`src/rtl/pixel_pipe_reg_pkg.sv`:
```
// Shared constants and helpers for the elastic pixel register pipeline.
package pixel_pipe_reg_pkg;

    // Beyond this depth the combinational ready chain gets long; chain instances instead.
    localparam int MAX_DEPTH = 8;

    function automatic int count_width(input int depth);
        return (depth < 1) ? 1 : $clog2(depth + 1);
    endfunction

endpackage

```
`src/rtl/pixel_pipe_reg_stage.sv`:
```
// One pipeline slot: a valid flag plus its data word.
module pipe_stage
    import pixel_pipe_reg_pkg::*;
#(
    parameter int               WIDTH = 8,
    parameter logic [WIDTH-1:0] INIT  = '0
) (
    input  logic             clk,
    input  logic             rst_n,
    input  logic             clear,
    input  logic             load,
    input  logic             move,
    input  logic [WIDTH-1:0] load_data,
    output logic             valid,
    output logic [WIDTH-1:0] data
);

    // Clear wins over load; a slot that only drains becomes empty.
    always_ff @(posedge clk or negedge rst_n) begin
        if (!rst_n)
            valid <= 1'b0;
        else if (clear)
            valid <= 1'b0;
        else if (load)
            valid <= 1'b1;
        else if (move)
            valid <= 1'b0;
    end

    // Data only changes on an actual load, so a stalled word stays stable.
    always_ff @(posedge clk or negedge rst_n) begin
        if (!rst_n)
            data <= INIT;
        else if (load && !clear)
            data <= load_data;
    end

endmodule

```
`src/rtl/pixel_pipe_reg.sv`:
```
// Elastic DEPTH-stage register pipeline with valid/ready handshake and flush.
module pixel_pipe_reg
    import pixel_pipe_reg_pkg::*;
#(
    parameter int               WIDTH = 8,
    parameter int               DEPTH = 2,
    parameter logic [WIDTH-1:0] INIT  = '0
) (
    input  logic                             clk,
    input  logic                             rst_n,
    input  logic                             clear,
    input  logic                             in_valid,
    input  logic [WIDTH-1:0]                 in_data,
    output logic                             in_ready,
    output logic                             out_valid,
    output logic [WIDTH-1:0]                 out_data,
    input  logic                             out_ready,
    output logic [count_width(DEPTH)-1:0]    count
);

    localparam int CW = count_width(DEPTH);

    logic [DEPTH-1:0] v;
    logic [DEPTH-1:0] mv;
    logic [WIDTH-1:0] d [DEPTH];
    logic             accept;
    logic             emit;

    // A stage moves on when the stage ahead is empty or itself moving.
    always_comb begin : move_chain
        logic [DEPTH-1:0] m;
        m = '0;
        m[DEPTH-1] = v[DEPTH-1] & out_ready;
        for (int i = DEPTH - 2; i >= 0; i--)
            m[i] = v[i] & (!v[i+1] | m[i+1]);
        mv = m;
    end

    assign in_ready  = (!v[0] | mv[0]) & !clear;
    assign accept    = in_valid & in_ready;
    assign emit      = mv[DEPTH-1];
    assign out_valid = v[DEPTH-1];
    assign out_data  = d[DEPTH-1];

    for (genvar i = 0; i < DEPTH; i++) begin : g_stage
        if (i == 0) begin : g_first
            pipe_stage #(.WIDTH(WIDTH), .INIT(INIT)) u_stage (
                .clk       (clk),
                .rst_n     (rst_n),
                .clear     (clear),
                .load      (accept),
                .move      (mv[i]),
                .load_data (in_data),
                .valid     (v[i]),
                .data      (d[i])
            );
        end else begin : g_rest
            pipe_stage #(.WIDTH(WIDTH), .INIT(INIT)) u_stage (
                .clk       (clk),
                .rst_n     (rst_n),
                .clear     (clear),
                .load      (mv[i-1]),
                .move      (mv[i]),
                .load_data (d[i-1]),
                .valid     (v[i]),
                .data      (d[i])
            );
        end
    end

    // Occupancy tracks the valid bits: one in per accept, one out per emit.
    always_ff @(posedge clk or negedge rst_n) begin
        if (!rst_n)
            count <= '0;
        else if (clear)
            count <= '0;
        else
            count <= count + CW'(accept) - CW'(emit);
    end

endmodule

```
`config.mk`:
```
export PLATFORM = sky130hd
export DESIGN_NAME = pixel_pipe_reg
export DESIGN_NICKNAME = d
export VERILOG_FILES = /design/src/rtl/pixel_pipe_reg_pkg.sv /design/src/rtl/pixel_pipe_reg_stage.sv /design/src/rtl/pixel_pipe_reg.sv
export SDC_FILE = /design/constraint.sdc
export NUM_CORES = 1
export LEC_CHECK = 0
export ABC_AREA = 1
export BUFFER_PORTS_ARGS = -buffer_cell sky130_fd_sc_hd__buf_2
export CELL_PAD_IN_SITES_DETAIL_PLACEMENT = 1
export CELL_PAD_IN_SITES_GLOBAL_PLACEMENT = 2
export CORE_UTILIZATION = 27
export DETAILED_ROUTE_END_ITERATION = 7
export PLACE_DENSITY_LB_ADDON = 0.1
export SETUP_SLACK_MARGIN = 0.4
export SLEW_MARGIN = 20
export SYNTH_ARGS = -nofsm -noshare
export SYNTH_HDL_FRONTEND = slang
export SYNTH_SLANG_ARGS = --single-unit
```
`constraint.sdc`:
```
create_clock -name clk -period 1.5 [get_ports clk]
set_input_delay 0.075 -clock clk [delete_from_list [all_inputs] [get_ports clk]]
set_output_delay 0.075 -clock clk [all_outputs]
set_load 0.02 [all_outputs]
```
==> reports/metrics.csv, run 1 <==
stage;metric;value;unit
clock_network;cts-buffers-inserted;3;
cells_and_area;drive_gt1_share;43.9;%
drt;wl_met2;1.16;mm
clock_network;clk-insertion-delay-late;0.30;ns
placed_design;place.gp.congestion;0.760;
critical_path;start_kind;register;
timing;period_share;88.3;%
yosys;ys_seq_area_share;51.1;%
critical_path;crit_path_end_kind;register;
worst_hold_path;hp-class;in -> reg;
timing;hold_viol;0;
critical_path;cp-startpoint;g_stage[1].g_rest.u_stage.valid;
die;die-height;62.2;microns
yosys;yosysWarnings;0;
cells_and_area;fill_cells;413;
timing;slew_violations;0;
clock_network;tritoncts;done;
timing;skew;0.00265;ns
die;coreArea;3420;sq um
cells_and_area;layout_common_cells;nand2_1 (28), buf_2 (23), dfrtp_1 (19), inv_1 (14), o21ai_2 (9);
placed_design;io_buffers;24;
drt;wirelength;2.29;mm
yosys;ys_seq_elements;20;
power;pwr_density_cell;1080;nW/um^2
clock_network;root_buffer;clkbuf_4;
grt;antenna_found_initial;0;
cells_and_area;final_common_cell;nand2_1;
yosys;synth_fp_nets;121;
timing;fmax;755;MHz
grt;grt_usage;12.6;%
die;die-width;62.2;microns
outcome;outcome;finished, final reports clean;
timing;setup_viol;0;
clock_network;path_clk_slew;0.12;ns
placed_design;place_area;1130;sq um
drt;wl_met3;90;microns
drt;viasPerCell;4.25;
job;maxCapViolations;0;
drt;dr.pass1.iters;2;
yosys;avgSynthCellArea;9.24;sq um
die;pin_count;25;
yosys;ys_types;17;
critical_path;crit_chain;nand3_4, nand3_4, ha_4, inv_2, ha_4, nand3_2, nand2_1, nor2_1;
clock_network;clock-sinks;20;
critical_path;crit_required;1.75;ns
timing;worst_slew_pin_slew;0.467;ns
cells_and_area;ff_latch_area;502;sq um
critical_path;critPathKind;reg -> reg;
cells_and_area;nets;155;
grt;grt-ovfl-total;0;
timing;grt_setup_unrepaired;true;
drt;postRouteAntennaNets;0;
die;die-area;3870;sq um
drt;top_layer;met4;
critical_path;cpMaxStageDelayCell;dfrtp_2;
cells_and_area;syn_to_final_growth;39.6;%
drt;num_vias;786;
drt;drt_iter0_markers;11;
critical_path;worst-endpoint-arrival;1.57;ns
grt;grt_max_degree;21;
cells_and_area;fin_area;1370;sq um
power;p_leak;0.695;nW
die;start_util;28.7;%
power;irDropWorstVdd;0.314;mV
worst_hold_path;worstHoldStart;in_data[6];
cells_and_area;multi_input_area;424;sq um
timing;slew_headroom;68.9;%
yosys;syn-instance-count;106;
critical_path;r2r_start;g_stage[1].g_rest.u_stage.valid;
drt;wl_met1;1.01;mm
yosys;netlist_area;980;sq um
placed_design;dpl.hpwl;1.45;mm
die;rows;21;
grt;first_global_vias;848;
cells_and_area;diodes;0;
timing;setup-tns-final;0;ns
drt;drc;0;
clock_network;htreeDepth;1;
drt;avgRoutedWirePerCell;12.4;microns
timing;period_needed;1.32;ns
critical_path;path_max_fanout;3;
clock_network;clockBufferDepth;2;
critical_path;crit_path_max_incr_delay;0.46;ns
grt;grt_pass1_wl;3.78;mm
==> final timing paths <==
path                                                 endpoint  slack, ns  cells past startpoint
max reg2reg                                          count[1]       0.18                      8
max                                                  count[1]       0.18                      8
min reg2reg                g_stage[0].g_first.u_stage.data[0]       0.48                      2
max in group asynchronous     g_stage[1].g_rest.u_stage.valid       0.91                      2
min                        g_stage[0].g_first.u_stage.data[6]       0.02                      3
min in group asynchronous   g_stage[1].g_rest.u_stage.data[3]       0.24                      2
==> cell usage after synthesis <==
cell | number | share of area (%)
buf_4 | 9 | 6.9
nand3_2 | 1 | 1.0
a21oi_1 | 2 | 1.0
inv_2 | 1 | 0.38
o21ai_0 | 1 | 0.51
ha_1 | 2 | 2.6
nand3_1 | 2 | 1.0
nand4_1 | 8 | 5.1
nand2_2 | 2 | 1.3
o21ai_2 | 8 | 7.2
buf_8 | 1 | 1.5
nor2_1 | 2 | 0.77
buf_2 | 2 | 1.0
nand3_4 | 1 | 1.8
dfrtp_1 | 20 | 51
inv_1 | 16 | 6.1
nand2_1 | 28 | 11
==> where the power goes <==
part / internal (W) / total (W) / switching (W)
clock network: 0.000270 / 0.000445 / 0.000175
logic: 0.000150 / 0.000370 / 0.000219
registers: 0.000619 / 0.000663 / 0.0000435
==> cells by family (layout without fill, tap and decap cells) <==
| logic type | count (synthesis) | count (layout) | synth area share [%] |
|---|---|---|---|
| AOI/OAI and AO/OA | 11 | 11 | 8.68 |
| buffers and inverters | 29 | 60 | 16.0 |
| adders and majority gates | 2 | 2 | 2.55 |
| DFF | 20 | 20 | 51.1 |
| and+or+nand+nor | 44 | 46 | 21.7 |
==> per-layer routing <==
metal | global-route usage [%] | up-vias
li1 | - | 398
met1 | 14.6 | 367
met2 | 22.5 | 17
met3 | 2.57 | 4
met4 | 5.23 | 0
met5 | 0 | -
==> state kept, by name (all words and copies together) (netlist names) <==
name	count
g_stage.g_rest.u_stage.valid	1
g_stage.g_rest.u_stage.data	8
g_stage.g_first.u_stage.data	8
g_stage.g_first.u_stage.valid	1
count	2
==> worst max-delay path: cells and delay by family, from the launching register on <==
family,cells,cell delay [ns]
AND/OR/NAND/NOR,5,0.35
flip-flops,1,0.46
buffers and inverters,1,0.04
adder cells (fa/ha/maj),2,0.43
==> stage by stage <==
step                      setup slack (ns)  hold slack (ns)  util, %  std cells  power [W]
after global routing                0.0761          0.00231     40.0        185    0.00158
after detailed placement             0.158           0.0667     33.1        167    0.00100
after floorplan                      0.106           -0.221        -        106   0.000955
after CTS                            0.160          0.00936     37.8        181    0.00149
after global placement               0.200           0.0652     33.1        167   0.000993
final                                0.175           0.0194     40.0        185    0.00148
==> layout make-up <==
cell class / instances / area share [%]
flip-flops and latches: 20 / 36.7
multi-input cells: 59 / 31.0
repair buffers: 39 / 19.6
inverters: 17 / 4.67
well taps: 46 / 4.21
clock inverters: 1 / 2.20
clock buffers: 3 / 1.65
==> timing repair <==
action / CTS / global route
pin swaps: 4 / 4
resized for setup: 3 / 10
hold buffers: 7 / 0
buffers inserted: 3 / 2
cloned: 0 / 2
endpoints found under the setup margin: 10 / 21
endpoints found under the hold margin: 26 / 0
(Power assumes the default switching activity.)
==> run 2: changes to the inputs <==
--- a/config.mk
+++ b/config.mk
@@ -9,11 +9,12 @@
 export BUFFER_PORTS_ARGS = -buffer_cell sky130_fd_sc_hd__buf_2
 export CELL_PAD_IN_SITES_DETAIL_PLACEMENT = 1
 export CELL_PAD_IN_SITES_GLOBAL_PLACEMENT = 2
-export CORE_UTILIZATION = 27
+export CORE_UTILIZATION = 26
 export DETAILED_ROUTE_END_ITERATION = 7
 export PLACE_DENSITY_LB_ADDON = 0.1
 export SETUP_SLACK_MARGIN = 0.4
 export SLEW_MARGIN = 20
 export SYNTH_ARGS = -nofsm -noshare
 export SYNTH_HDL_FRONTEND = slang
+export SYNTH_HIERARCHICAL = 1
 export SYNTH_SLANG_ARGS = --single-unit
==> reports/metrics.csv, run 2 <==
stage;metric;value;unit;change
yosys;ys_seq_area_share;54.2;%;+3.1 points
critical_path;crit_path_end_kind;register;;
clock_network;htreeDepth;1;;unchanged
clock_network;root_buffer;clkbuf_4;;
power;p_leak;0.740;nW;+6.4%
cells_and_area;diodes;0;;unchanged
clock_network;clockBufferDepth;2;;unchanged
die;coreArea;3360;sq um;-1.5%
cells_and_area;syn_to_final_growth;53.1;%;
yosys;synth_edf_count;0;;unchanged
clock_network;cts-buffers-inserted;3;;unchanged
drt;drc;0;;unchanged
yosys;synth_top_area_cell;dfrtp_1;;
grt;grt_max_degree;21;;unchanged
die;die-width;61.6;microns;-1.0%
power;p_clk_share;27.7;%;-2.4 points
critical_path;path_max_fanout;4;;+1
cells_and_area;nets;164;;+5.8%
yosys;async_flop_share;100;%;unchanged
power;combPwrFrac;28.3;%;+3.3 points
power;sequentialPowerShare;44.0;%;-0.9 points
die;die-area;3790;sq um;-2.0%
critical_path;critPathKind;reg -> reg;;
yosys;avgSynthCellArea;8.79;sq um;-4.8%
yosys;yosysWarnings;6;;+6
critical_path;worst-endpoint-arrival;1.62;ns;+0.05 ns
clock_network;clock-sinks;20;;unchanged
drt;dr.pass1.iters;4;;+2
power;irDropWorstVdd;0.318;mV;+1.4%
timing;skew;0.00948;ns;+0.00683 ns
timing;slew_headroom;69.8;%;+0.91 points
cells_and_area;reg_top3;g_stage.g_first.u_stage/data: 8 flops, g_stage.g_rest.u_stage/data: 8 flops, count: 2 flops;;
timing;period_share;93.8;%;+5.5 points
placed_design;post-place-ws;0.0804;ns;-0.0774 ns
drt;postRouteAntennaNets;0;;unchanged
grt;grt-ovfl-total;0;;unchanged
critical_path;start_kind;register;;
die;pin_count;25;;unchanged
yosys;netlist_area;923;sq um;-5.7%
clock_network;path_clk_slew;0.13;ns;about the same
yosys;synthDominantCellAreaShare;54.2;%;+3.1 points
yosys;synth_flop_cell;dfrtp_1;;
power;pwr_density_cell;1150;nW/um^2;+6.3%
timing;worst_slack;0.0923;ns;-0.0831 ns
drt;avgRoutedWirePerCell;12.1;microns;-2.5%
critical_path;crit_required;1.71;ns;-0.04 ns
power;intPower;0.00110;W;+5.8%
timing;setup-tns-final;0;ns;unchanged
placed_design;io_buffers;24;;unchanged
drt;num_vias;807;;+2.7%
drt;viasPerCell;4.16;;-2.1%
power;p_sw_share;32.3;%;+2.6 points
grt;first_global_vias;754;;-11%
drt;wirelength;2.34;mm;+2.2%
placed_design;place.gp.congestion;0.646;;-15%
timing;grt_setup_unrepaired;true;;
grt;antenna_found_initial;0;;unchanged
yosys;yosysMostFrequentCell;nand2_1;;
die;rows;21;;unchanged
placed_design;dpl.hpwl;1.54;mm;+5.9%
cells_and_area;fill_cells;415;;+0.48%
timing;worst_slew_pin_slew;0.454;ns;-0.0136 ns
yosys;ys_types;13;;-4
cells_and_area;layout_common_cells;nand2_1 (28), buf_2 (23), dfrtp_1 (19), nand3_1 (17), nand2_2 (15);;
clock_network;clk-insertion-delay-late;0.31;ns;about the same
grt;grt_usage;13.6;%;+1.0 points
timing;period_needed;1.41;ns;+0.0831 ns
yosys;ys_seq_elements;20;;unchanged
timing;setup_viol;0;;unchanged
job;maxCapViolations;0;;unchanged
cells_and_area;final_util;42.0;%;+2.0 points
yosys;synth_common_cells;nand2_1 (42), dfrtp_1 (20), nand3_1 (18), inv_1 (8), nor2_1 (3);;
die;die-height;61.6;microns;-1.0%
timing;slew_violations;0;;unchanged
timing;fmax;710;MHz;-5.9%
cells_and_area;drive_gt1_share;46.6;%;+2.7 points
yosys;synth_area_leaders;dfrtp_1 (54%), nand2_1 (17%), nand3_1 (9.8%);;
clock_network;tritoncts;done;;
yosys;syn-instance-count;105;;-0.94%
die;start_util;27.5;%;-1.2 points
drt;drt_iter0_markers;5;;-6
worst_hold_path;hp-class;in -> reg;;
timing;hold-worst-slack;0.0326;ns;+0.0132 ns
cells_and_area;final_common_cell;nand2_1;;
timing;hold_viol;0;;unchanged
outcome;outcome;finished, final reports clean;;
power;net-switching-power;0.000524;W;+20%
grt;grt_pass1_wl;3.64;mm;-3.6%
yosys;synth_fp_nets;120;;-0.83%
==> run 2: critical path, stage by stage, from the launching register on <==
cell and delay (ns):
dfrtp_2 0.45, nand3_2 0.06, nand2_1 0.06, inv_2 0.07, nand2_4 0.06, ha_4 0.26, inv_2 0.04, ha_4 0.15
inv_2 0.03, nand2_1 0.04, nand2_1 0.06, nor2_2 0.03
==> run 2: layer usage <==
metal / wire length [microns] / share of wire [%] / vias up / global-route usage [%]
met5: 0 / 0 / - / 0
met4: 27 / 1.2 / 0 / 6.67
met3: 103 / 4.4 / 4 / 2.73
met2: 1070 / 46 / 19 / 20.0
met1: 1140 / 49 / 368 / 19.1
li1: - / - / 416 / -
==> run 2: cell families (layout without fill, tap and decap cells) <==
kind of cell             after synthesis  count (layout)  synth area share, %
AO/OA/AOI/OAI                          1               1                0.813
flip-flops                            20              20                 54.2
buffers and inverters                 14              55                 7.86
AND/OR/NAND/NOR                       68              70                 34.4
adder cells (fa/ha/maj)                2               2                 2.71
==> run 2: what timing repair did <==
item / CTS / global route
resized for setup: 13 / 19
gates cloned: 2 / 2
buffers inserted: 4 / 2
hold endpoints to repair: 25 / 0
hold buffers: 6 / 0
setup endpoints to repair: 21 / 22
pin swaps: 7 / 0
==> run 2: power by group through the flow <==
stage / registers [W] / clock network [W] / logic, W
after detailed placement: 0.000720 / 0 / 0.000380
after global routing: 0.000728 / 0.000494 / 0.000513
after floorplan: 0.000802 / 0 / 0.000157
after global placement: 0.000716 / 0 / 0.000375
final: 0.000715 / 0.000450 / 0.000459
after CTS: 0.000710 / 0.000471 / 0.000427
==> run 2: stage by stage <==
stage | power (W) | std cells | area (sq um)
final | 0.00162 | 194 | 1410
after global placement | 0.00109 | 174 | 1120
after floorplan | 0.000959 | 105 | 955
after detailed placement | 0.00110 | 174 | 1120
after global routing | 0.00174 | 194 | 1410
after CTS | 0.00161 | 190 | 1320
==> run 2: area by class of cell <==
cell class | instances | area [sq um] | share of cell area [%]
Clock buffer | 3 | 22.5 | 1.59
Clock inverter | 1 | 30.0 | 2.12
Inverter | 12 | 62.6 | 4.42
Multi-Input combinational cell | 73 | 472 | 33.4
Sequential cell | 20 | 502 | 35.5
Tap cell | 46 | 57.6 | 4.07
Timing Repair Buffer | 38 | 262 | 18.5
Timing Repair inverter | 1 | 6.26 | 0.442
==> run 2: final timing paths <==
check | startpoint | endpoint | slack, ns | cells past startpoint
max | g_stage[1].g_rest.u_stage/valid | count[1] | 0.09 | 11
min | in_data[0] | g_stage[0].g_first.u_stage/data[0] | 0.03 | 3
max reg2reg | g_stage[1].g_rest.u_stage/valid | count[1] | 0.09 | 11
min reg2reg | g_stage[1].g_rest.u_stage/data[3] | g_stage[1].g_rest.u_stage/data[3] | 0.48 | 2
max in group asynchronous | rst_n | g_stage[1].g_rest.u_stage/valid | 0.94 | 2
min in group asynchronous | rst_n | count[0] | 0.23 | 2
